## config.mk

```make
export PLATFORM = sky130hd
export DESIGN_NAME = l2c_wb_ack_queue
export DESIGN_NICKNAME = d
export VERILOG_FILES = /design/src/rtl/l2c_pkg.sv /design/src/rtl/l2c_wb_fifo.sv /design/src/rtl/l2c_wb_ack_queue.sv
export SDC_FILE = /design/constraint.sdc
export NUM_CORES = 1
export LEC_CHECK = 0
export ABC_CLOCK_PERIOD_IN_PS = 2900
export CAP_MARGIN = 20
export CORE_ASPECT_RATIO = 1.2
export CORE_MARGIN = 4
export CORE_UTILIZATION = 54
export DETAILED_ROUTE_END_ITERATION = 7
export PLACE_DENSITY = 0.91
export SLEW_MARGIN = 20
export SYNTH_ARGS = -nofsm -noshare
export SYNTH_HDL_FRONTEND = slang
export SYNTH_SLANG_ARGS = --single-unit
```

## constraint.sdc

```tcl
create_clock -name Clk -period 2.9 [get_ports Clk]
set_clock_uncertainty 0.2 [all_clocks]
set_input_delay 0.435 -clock Clk [delete_from_list [all_inputs] [get_ports Clk]]
set_output_delay 0.435 -clock Clk [all_outputs]
set_load 0.01 [all_outputs]
```

## src/rtl/l2c_pkg.sv

```systemverilog
// rtl/l2c_pkg.sv - shared constants for the L2C writeback-ack path
package l2c_pkg;

  localparam int L2C_WB_ADDR_W    = 32;
  localparam int L2C_WB_ACK_DEPTH = 4;
  localparam int L2C_WB_MAX_OUT   = 8;

  // o_err bit positions
  localparam int L2C_WB_ERR_W     = 2;
  localparam int L2C_WB_ERR_OVF   = 1;  // issue while already at MAX_OUT
  localparam int L2C_WB_ERR_UNEXP = 0;  // pop while nothing outstanding

endpackage

```

## src/rtl/l2c_wb_fifo.sv

```systemverilog
// rtl/l2c_wb_fifo.sv - generic synchronous FIFO with occupancy, full and empty
module l2c_wb_fifo
  import l2c_pkg::*;
#(
  parameter int DEPTH = L2C_WB_ACK_DEPTH,
  parameter int W     = L2C_WB_ADDR_W
) (
  input  logic         Clk,
  input  logic         Reset,
  input  logic         push_i,
  input  logic [W-1:0] wdata_i,
  input  logic         pop_i,
  output logic [W-1:0] rdata_o,
  output logic         full_o,
  output logic         empty_o
);

  localparam int PTR_W = (DEPTH > 1) ? $clog2(DEPTH) : 1;
  localparam int OCC_W = $clog2(DEPTH + 1);

  logic [W-1:0]     mem_q [DEPTH];
  logic [PTR_W-1:0] wr_ptr_q, wr_ptr_d;
  logic [PTR_W-1:0] rd_ptr_q, rd_ptr_d;
  logic [OCC_W-1:0] cnt_q, cnt_d;
  logic             push_ok;
  logic             pop_ok;

  // Full/empty come straight off the occupancy register; a pop never frees
  // a slot for a push in the same cycle.
  assign full_o  = (cnt_q == OCC_W'(DEPTH));
  assign empty_o = (cnt_q == '0);
  assign rdata_o = mem_q[rd_ptr_q];
  assign push_ok = push_i & ~full_o;
  assign pop_ok  = pop_i & ~empty_o;

  // Next pointers wrap naturally since DEPTH is a power of two.
  always_comb begin
    wr_ptr_d = wr_ptr_q;
    rd_ptr_d = rd_ptr_q;
    cnt_d    = cnt_q;
    if (push_ok) wr_ptr_d = wr_ptr_q + 1'b1;
    if (pop_ok)  rd_ptr_d = rd_ptr_q + 1'b1;
    case ({push_ok, pop_ok})
      2'b10:   cnt_d = cnt_q + 1'b1;
      2'b01:   cnt_d = cnt_q - 1'b1;
      default: cnt_d = cnt_q;
    endcase
  end

  // Pointer and occupancy state; cleared by reset.
  always_ff @(posedge Clk) begin
    if (Reset) begin
      wr_ptr_q <= '0;
      rd_ptr_q <= '0;
      cnt_q    <= '0;
    end else begin
      wr_ptr_q <= wr_ptr_d;
      rd_ptr_q <= rd_ptr_d;
      cnt_q    <= cnt_d;
    end
  end

  // Storage write; contents are left unreset, validity comes from cnt_q.
  always_ff @(posedge Clk) begin
    if (push_ok) mem_q[wr_ptr_q] <= wdata_i;
  end

endmodule

```

## src/rtl/l2c_wb_ack_queue.sv

```systemverilog
// rtl/l2c_wb_ack_queue.sv - writeback-ack buffer and outstanding counter; optional checks under L2C_WB_ACK_CHK_EN
module l2c_wb_ack_queue
  import l2c_pkg::*;
#(
  parameter int DEPTH   = L2C_WB_ACK_DEPTH,
  parameter int ADDR_W  = L2C_WB_ADDR_W,
  parameter int MAX_OUT = L2C_WB_MAX_OUT,
  parameter int CNT_W   = 4
) (
  input  logic              Clk,
  input  logic              Reset,
  input  logic              i_wb_issue,
  input  logic              i_ack_valid,
  input  logic [ADDR_W-1:0] i_ack_addr,
  output logic              o_ack_stall,
  output logic              o_ack_valid,
  output logic [ADDR_W-1:0] o_ack_addr,
  input  logic              i_ack_stall,
  output logic [CNT_W-1:0]  o_outstanding,
  output logic              o_wb_full,
  output logic              o_idle
`ifdef L2C_WB_ACK_CHK_EN
  ,
  output logic [L2C_WB_ERR_W-1:0] o_err
`endif
);

  logic             fifo_full;
  logic             fifo_empty;
  logic             pop;
  logic [CNT_W-1:0] out_q, out_d;
  logic             out_at_max;
  logic             out_at_zero;

  l2c_wb_fifo #(
    .DEPTH (DEPTH),
    .W     (ADDR_W)
  ) u_fifo (
    .Clk     (Clk),
    .Reset   (Reset),
    .push_i  (i_ack_valid),
    .wdata_i (i_ack_addr),
    .pop_i   (pop),
    .rdata_o (o_ack_addr),
    .full_o  (fifo_full),
    .empty_o (fifo_empty)
  );

  // The writeback retires when the downstream FSM consumes the head.
  assign pop           = ~fifo_empty & ~i_ack_stall;
  assign out_at_max    = (out_q == CNT_W'(MAX_OUT));
  assign out_at_zero   = (out_q == '0);

  assign o_ack_stall   = fifo_full;
  assign o_ack_valid   = ~fifo_empty;
  assign o_outstanding = out_q;
  assign o_wb_full     = out_at_max;
  assign o_idle        = fifo_empty & out_at_zero;

  // Outstanding count saturates at both ends; issue and pop together cancel.
  always_comb begin
    out_d = out_q;
    if (i_wb_issue && !pop && !out_at_max)  out_d = out_q + 1'b1;
    if (pop && !i_wb_issue && !out_at_zero) out_d = out_q - 1'b1;
  end

  // Outstanding counter register.
  always_ff @(posedge Clk) begin
    if (Reset) out_q <= '0;
    else       out_q <= out_d;
  end

`ifdef L2C_WB_ACK_CHK_EN
  logic [L2C_WB_ERR_W-1:0] err_q;

  assign o_err = err_q;

  // Sticky protocol errors, cleared only by reset.
  always_ff @(posedge Clk) begin
    if (Reset) begin
      err_q <= '0;
    end else begin
      if (i_wb_issue && out_at_max) err_q[L2C_WB_ERR_OVF]   <= 1'b1;
      if (pop && out_at_zero)       err_q[L2C_WB_ERR_UNEXP] <= 1'b1;
    end
  end

`ifndef SYNTHESIS
  // Simulation report of each protocol error as it happens.
  always_ff @(posedge Clk) begin
    if (!Reset && i_wb_issue && out_at_max)
      $display("l2c_wb_ack_queue: writeback issued with %0d already outstanding", MAX_OUT);
    if (!Reset && pop && out_at_zero)
      $display("l2c_wb_ack_queue: ack 0x%0h consumed with no writeback outstanding", o_ack_addr);
  end
`endif
`endif

endmodule

```

==> results.cfg, run 1 <==
[run_status]
outcome = finished clean

[global_routing]
overflow = 0
grt_usage_pct = 17.5
grt_max_degree = 33
grt_pass1_vias = 3016
grt_pass1_wl_um = 15400
antenna_found_initial = 0

[placed_design]
place_area_mm2 = 0.00638
place_congestion = 0.758
portBuffers = 76
pre_cts_ws_ps = 82.6
place_hpwl_um = 5900

[final_layout]
n_antenna_cell = 0
nets = 389
drive_gt1_share_pct = 22.3
fin_area_mm2 = 0.00690
syn_to_final_growth_pct = 27.9
fin_util_pct = 71.4

[routing]
drt-initial-drc-count = 102
wl_per_cell_um = 19.4
drc = 0
first_pass_iters = 5
drt_wl_total_um = 9340
drt-vias-per-instance = 5.47
ant_nets = 0
num_vias = 2630

[flow_run]
cap_violations = 0

[power_and_ir_drop]
vdd_drop_max_v = 0.000665
power_density_mw_per_mm2 = 891
finalPower_mw = 6.15
p_leak_nw = 2.28

[clocking]
htree_levels = 4
clock-sinks = 141
numCtsBuffers = 17
cts_tree = yes
cts-root-buf = clkbuf_16
clk_pin_slew_worst_paths_ps = 50
post_cts_buffers = 0
clk_latency_ps = 400
cts_max_path_buffers = 2

[setup_path]
critical_path_arrival_ps = 2060
path_max_fanout = 19
slowest_delay_ps = 580
crit_buf_inv = 2
crit_type = flip-flop to output pin
path_delay_family = buffers and inverters
critPathRequiredTime_ps = 2270
cp_cell_sequence = buf_6 > mux4_2 > clkdlybuf4s50_1
crit_path_end_kind = output pin
slowest_stage = mux4_2
start_kind = flip-flop

[die]
initial_core_util_pct = 55.8
rows = 39
die_w_um = 99.2
ios = 77
die_h_um = 117
coreArea_mm2 = 0.00966
die-area_mm2 = 0.0117

[synthesis]
seq_area_frac_synth_pct = 76.1
ys_warn_count = 0
yosysUniqueCellTypes = 37
syn_avg_cell_area_um2 = 21.4
synth_fp_nets = 296
ys_ff_latch = 141
netlist_area_mm2 = 0.00539
synthCells = 252

[timing]
fin_tns_setup_ps = 0
worstMarginPinSlew_ps = 474
clock.fmax_mhz = 371
finalMaxSlewViolations = 0
worst_slack_ps = 201
min_period_ps = 2700
final_hold_viol_count = 0
final.period_utilization_pct = 93.1
relSlewSlack_pct = 68.3
setup_viol = 0
rsz0062_at_grt = no

[worst_hold_path]
hold_class = flip-flop to flip-flop
-- cells by family after synthesis --
group	after synthesis	share of synthesized area (%)
muxes	36	14.2
buffers and inverters	20	1.76
and+or+nand+nor	33	3.94
adders and majority gates	7	1.76
DFF	141	76.1
AOI/OAI and AO/OA	8	1.11
xor gates and xnor gates	7	1.14
-- where the power goes --
part / internal (mW) / switching [mW] / total [mW]
Sequential: 2.47 / 0.114 / 2.59
Clock: 1.16 / 0.698 / 1.86
Combinational: 0.971 / 0.735 / 1.71
-- synthesized netlist by cell type --
master	n	area, um2
a21oi_1	3	15.0
a22oi_2	1	12.5
a31oi_2	1	12.5
and2_1	4	25.0
and2_2	1	7.51
buf_1	3	11.3
buf_2	1	5.00
buf_4	3	22.5
buf_6	1	11.3
clkbuf_1	2	7.51
dfxtp_1	13	260
edfxtp_1	128	3840
fa_1	1	20.0
ha_1	6	75.1
inv_1	8	30.0
inv_2	2	7.51
mux2_4	1	15.0
mux2i_1	3	30.0
mux4_2	32	721
nand2_1	3	11.3
nand2b_1	3	18.8
nand2b_2	1	8.76
nor2_1	11	41.3
nor2b_1	2	12.5
nor3_1	1	5.00
nor3_4	1	16.3
nor3b_1	1	7.51
nor3b_2	1	12.5
nor4_1	1	6.26
nor4_2	1	12.5
nor4_4	1	21.3
o2111ai_1	1	8.76
o21ai_0	1	5.00
o22ai_1	1	6.26
or3_1	1	6.26
xnor2_1	3	26.3
xor2_1	4	35.0
-- layer usage --
metal  GRT usage, %  vias up  routed length, um
li1               -     1203                  -
met1           21.1     1348               3790
met2           29.9       72               5030
met3           6.05        7                453
met4           4.87        0                 65
met5              0        -                  0
-- flip-flops by register name, summed over array words and instances (netlist names), named ones only --
name / flops
u_fifo.mem_q: 128
o_outstanding: 4
u_fifo.cnt_q: 3
u_fifo.rd_ptr_q: 2
u_fifo.wr_ptr_q: 2
-- cell type report --
cell class | instances | area [um2]
clock buffers | 29 | 500
clock inverters | 3 | 15.0
fillers | 614 | 2760
multi-input cells | 91 | 1200
repair buffers | 84 | 887
flip-flops and latches | 141 | 4110
well taps | 123 | 154
inverters | 10 | 37.5
-- path summary, 6_finish.rpt --
kind                                                       from                      endpoint  slack [ps]  cells past startpoint
worst max-delay path                                  flip-flop                o_ack_addr[15]         200                      3
worst min-delay path            u_fifo.rd_ptr_q[1]$_SDFFE_PP0P_                     flip-flop         330                      2
worst max register to register     u_fifo.cnt_q[0]$_SDFFE_PP0P_  u_fifo.cnt_q[2]$_SDFFE_PP0P_         620                     10
worst min register to register  u_fifo.rd_ptr_q[1]$_SDFFE_PP0P_                     flip-flop         330                      2
-- metrics by stage --
| step | std cells | hold slack, ps |
|---|---|---|
| after global routing | 481 | 356 |
| final | 481 | 333 |
| after detailed placement | 449 | 329 |
| after global placement | 449 | 306 |
| after floorplan | 252 | 290 |
| after CTS | 481 | 335 |
-- layout by cell type (no fill, tap or decap), types with 2 or more instances in the layout --
cell type,instances
xnor2_1,3
dfxtp_1,11
and2_2,5
mux2i_1,3
ha_1,6
clkbuf_1,9
nand2_1,3
buf_4,2
nand2b_1,3
nor2b_1,2
dfxtp_2,2
edfxtp_1,128
nor2_1,11
inv_1,8
mux4_2,32
buf_12,5
xor2_1,4
clkbuf_8,3
clkinv_2,3
clkbuf_16,17
a21oi_1,3
inv_2,2
clkdlybuf4s50_1,76
-- worst min-delay path: stages, from the launching register on --
cell and delay (ps):
dfxtp_1 320, xnor2_1 120, nor2_1 50
-- repair_timing --
| action | in CTS | in global routing |
|---|---|---|
| hold buffers | 0 | 0 |
| endpoints found under the setup margin | 0 | 8 |
| resized for setup | 0 | 1 |
(Power assumes the default switching activity.)
==> inputs of run 2 (changes only) <==
SETUP_SLACK_MARGIN = 0.15   (was unset)
==> run 2 against run 1 <==
  * Utilization is 0.22 points higher
  * Setup slack improved by 30 ps
  * Critical path depth did not move
  * First-iteration DRC count decreased by 12%
  * Critical endpoint is now o_ack_addr[22]
  * Largest cell class unchanged
  * Largest power group unchanged
  * Highest routed layer unchanged
==> results.cfg, run 2 (synthesis results as in run 1) <==
[routing]
first_pass_iters = 4
wl_per_cell_um = 19.3
drt-initial-drc-count = 90
drt_wl_total_um = 9300
drc = 0
num_vias = 2615
ant_nets = 0
drt-vias-per-instance = 5.44

[timing]
min_period_ps = 2670
rsz0062_at_grt = no
worstMarginPinSlew_ps = 471
fin_tns_setup_ps = 0
clock.fmax_mhz = 375
final_hold_viol_count = 0
setup_viol = 0
relSlewSlack_pct = 68.5
finalMaxSlewViolations = 0
final.period_utilization_pct = 92.0

[final_layout]
largest_reg_flops = 128
nets = 389
layout_commonest_cell = edfxtp_1
mostFrequentLayoutCells = edfxtp_1 (128), clkdlybuf4s50_1 (76), mux4_2 (32)
syn_to_final_growth_pct = 28.3
drive_gt1_share_pct = 22.3
n_antenna_cell = 0
instances_no_fill = 481
top_register = u_fifo.mem_q

[global_routing]
grt_usage_pct = 17.5
overflow = 0
grt_max_degree = 33
antenna_found_initial = 0
grt_pass1_vias = 3018
grt_pass1_wl_um = 15400

[run_status]
outcome = finished clean

[placed_design]
place_congestion = 0.758
portBuffers = 76
place_hpwl_um = 5900
dp.cells = 449

[clocking]
htree_levels = 4
numCtsBuffers = 17
clock-sinks = 141
cts-root-buf = clkbuf_16
cts_max_path_buffers = 2
ctsResizeCount = 1
cts_tree = yes
clk_pin_slew_worst_paths_ps = 50
clk_latency_ps = 400
hold_buffers = 0
post_cts_buffers = 0

[setup_path]
critPathRequiredTime_ps = 2270
critical_path_arrival_ps = 2030
path_max_fanout = 19
path_delay_family = buffers and inverters
crit_buf_inv = 2
crit_path_end_kind = output pin
crit_type = flip-flop to output pin
r2r_cells = 10
cp.depth = 3
slowest_stage = dfxtp_2
cp_cell_sequence = buf_12 > mux4_2 > clkdlybuf4s50_1
slowest_delay_ps = 570
start_kind = flip-flop

[power_and_ir_drop]
power_density_mw_per_mm2 = 893
p_leak_nw = 2.29
vdd_drop_max_v = 0.000706

[die]
die_w_um = 99.2
die_h_um = 117
die-area_mm2 = 0.0117
ios = 77
initial_core_util_pct = 55.8
coreArea_mm2 = 0.00966
rows = 39

[worst_hold_path]
hold_class = flip-flop to flip-flop
worstHoldPathCells = 2

[flow_run]
cap_violations = 0
run 2: cell count changes in the layout (fill, tap and decap cells not counted):
cell / delta
buf_4: -1
buf_12: +1
nor4_2: -1
nor4_4: +1
run 2: routing by layer:
metal | routed length [um] | share of wire [%] | GRT usage [%] | up-vias
met5 | 0 | 0 | 0 | -
met4 | 80 | 0.86 | 4.87 | 0
met3 | 443 | 4.8 | 6.05 | 9
met2 | 4980 | 54 | 29.9 | 68
met1 | 3790 | 41 | 21.1 | 1337
li1 | - | - | - | 1201
run 2: tightest hold or removal path: cells and delay by family, from the launching register on:
family	cells	cell delay, ps
DFF	1	320
and+or+nand+nor	1	50
xor gates and xnor gates	1	120
run 2: power breakdown:
group | internal [mW] | switching, mW | total [mW]
Combinational | 0.997 | 0.734 | 1.73
Clock | 1.16 | 0.698 | 1.86
Sequential | 2.47 | 0.122 | 2.59
run 2: through the flow:
stage	setup slack [ps]	cell area (um2)	utilization [%]	power (mW)	hold WS [ps]
after floorplan	576	5390	-	3.58	290
after global placement	216	6380	66.0	4.31	306
after detailed placement	82.6	6380	66.0	4.36	329
after CTS	144	6900	71.4	6.24	335
after global routing	156	6920	71.6	6.50	356
final	231	6920	71.6	6.18	333
run 2: final cells by class:
| cell class | instances | area (um2) |
|---|---|---|
| sequential | 141 | 4110 |
| fill | 610 | 2740 |
| multi-input combinational | 91 | 1210 |
| timing repair buffer | 84 | 900 |
| clock buffer | 29 | 500 |
| tap | 123 | 154 |
| inverter | 10 | 37.5 |
| clock inverter | 3 | 15.0 |
run 2: path summary, 6_finish.rpt:
| check | startpoint | end | slack [ps] |
|---|---|---|---|
| setup / recovery | flip-flop | o_ack_addr[22] | 230 |
| hold / removal | u_fifo.rd_ptr_q[1]$_SDFFE_PP0P_ | flip-flop | 330 |
| setup reg to reg | u_fifo.cnt_q[0]$_SDFFE_PP0P_ | u_fifo.cnt_q[2]$_SDFFE_PP0P_ | 600 |
| hold reg to reg | u_fifo.rd_ptr_q[1]$_SDFFE_PP0P_ | flip-flop | 330 |
==> inputs of run 3 (changes only) <==
ABC_CLOCK_PERIOD_IN_PS = unset   (was 2900)
==> results of run 3 <==
The final DEF is identical to that of run 2; final timing and power are the same.
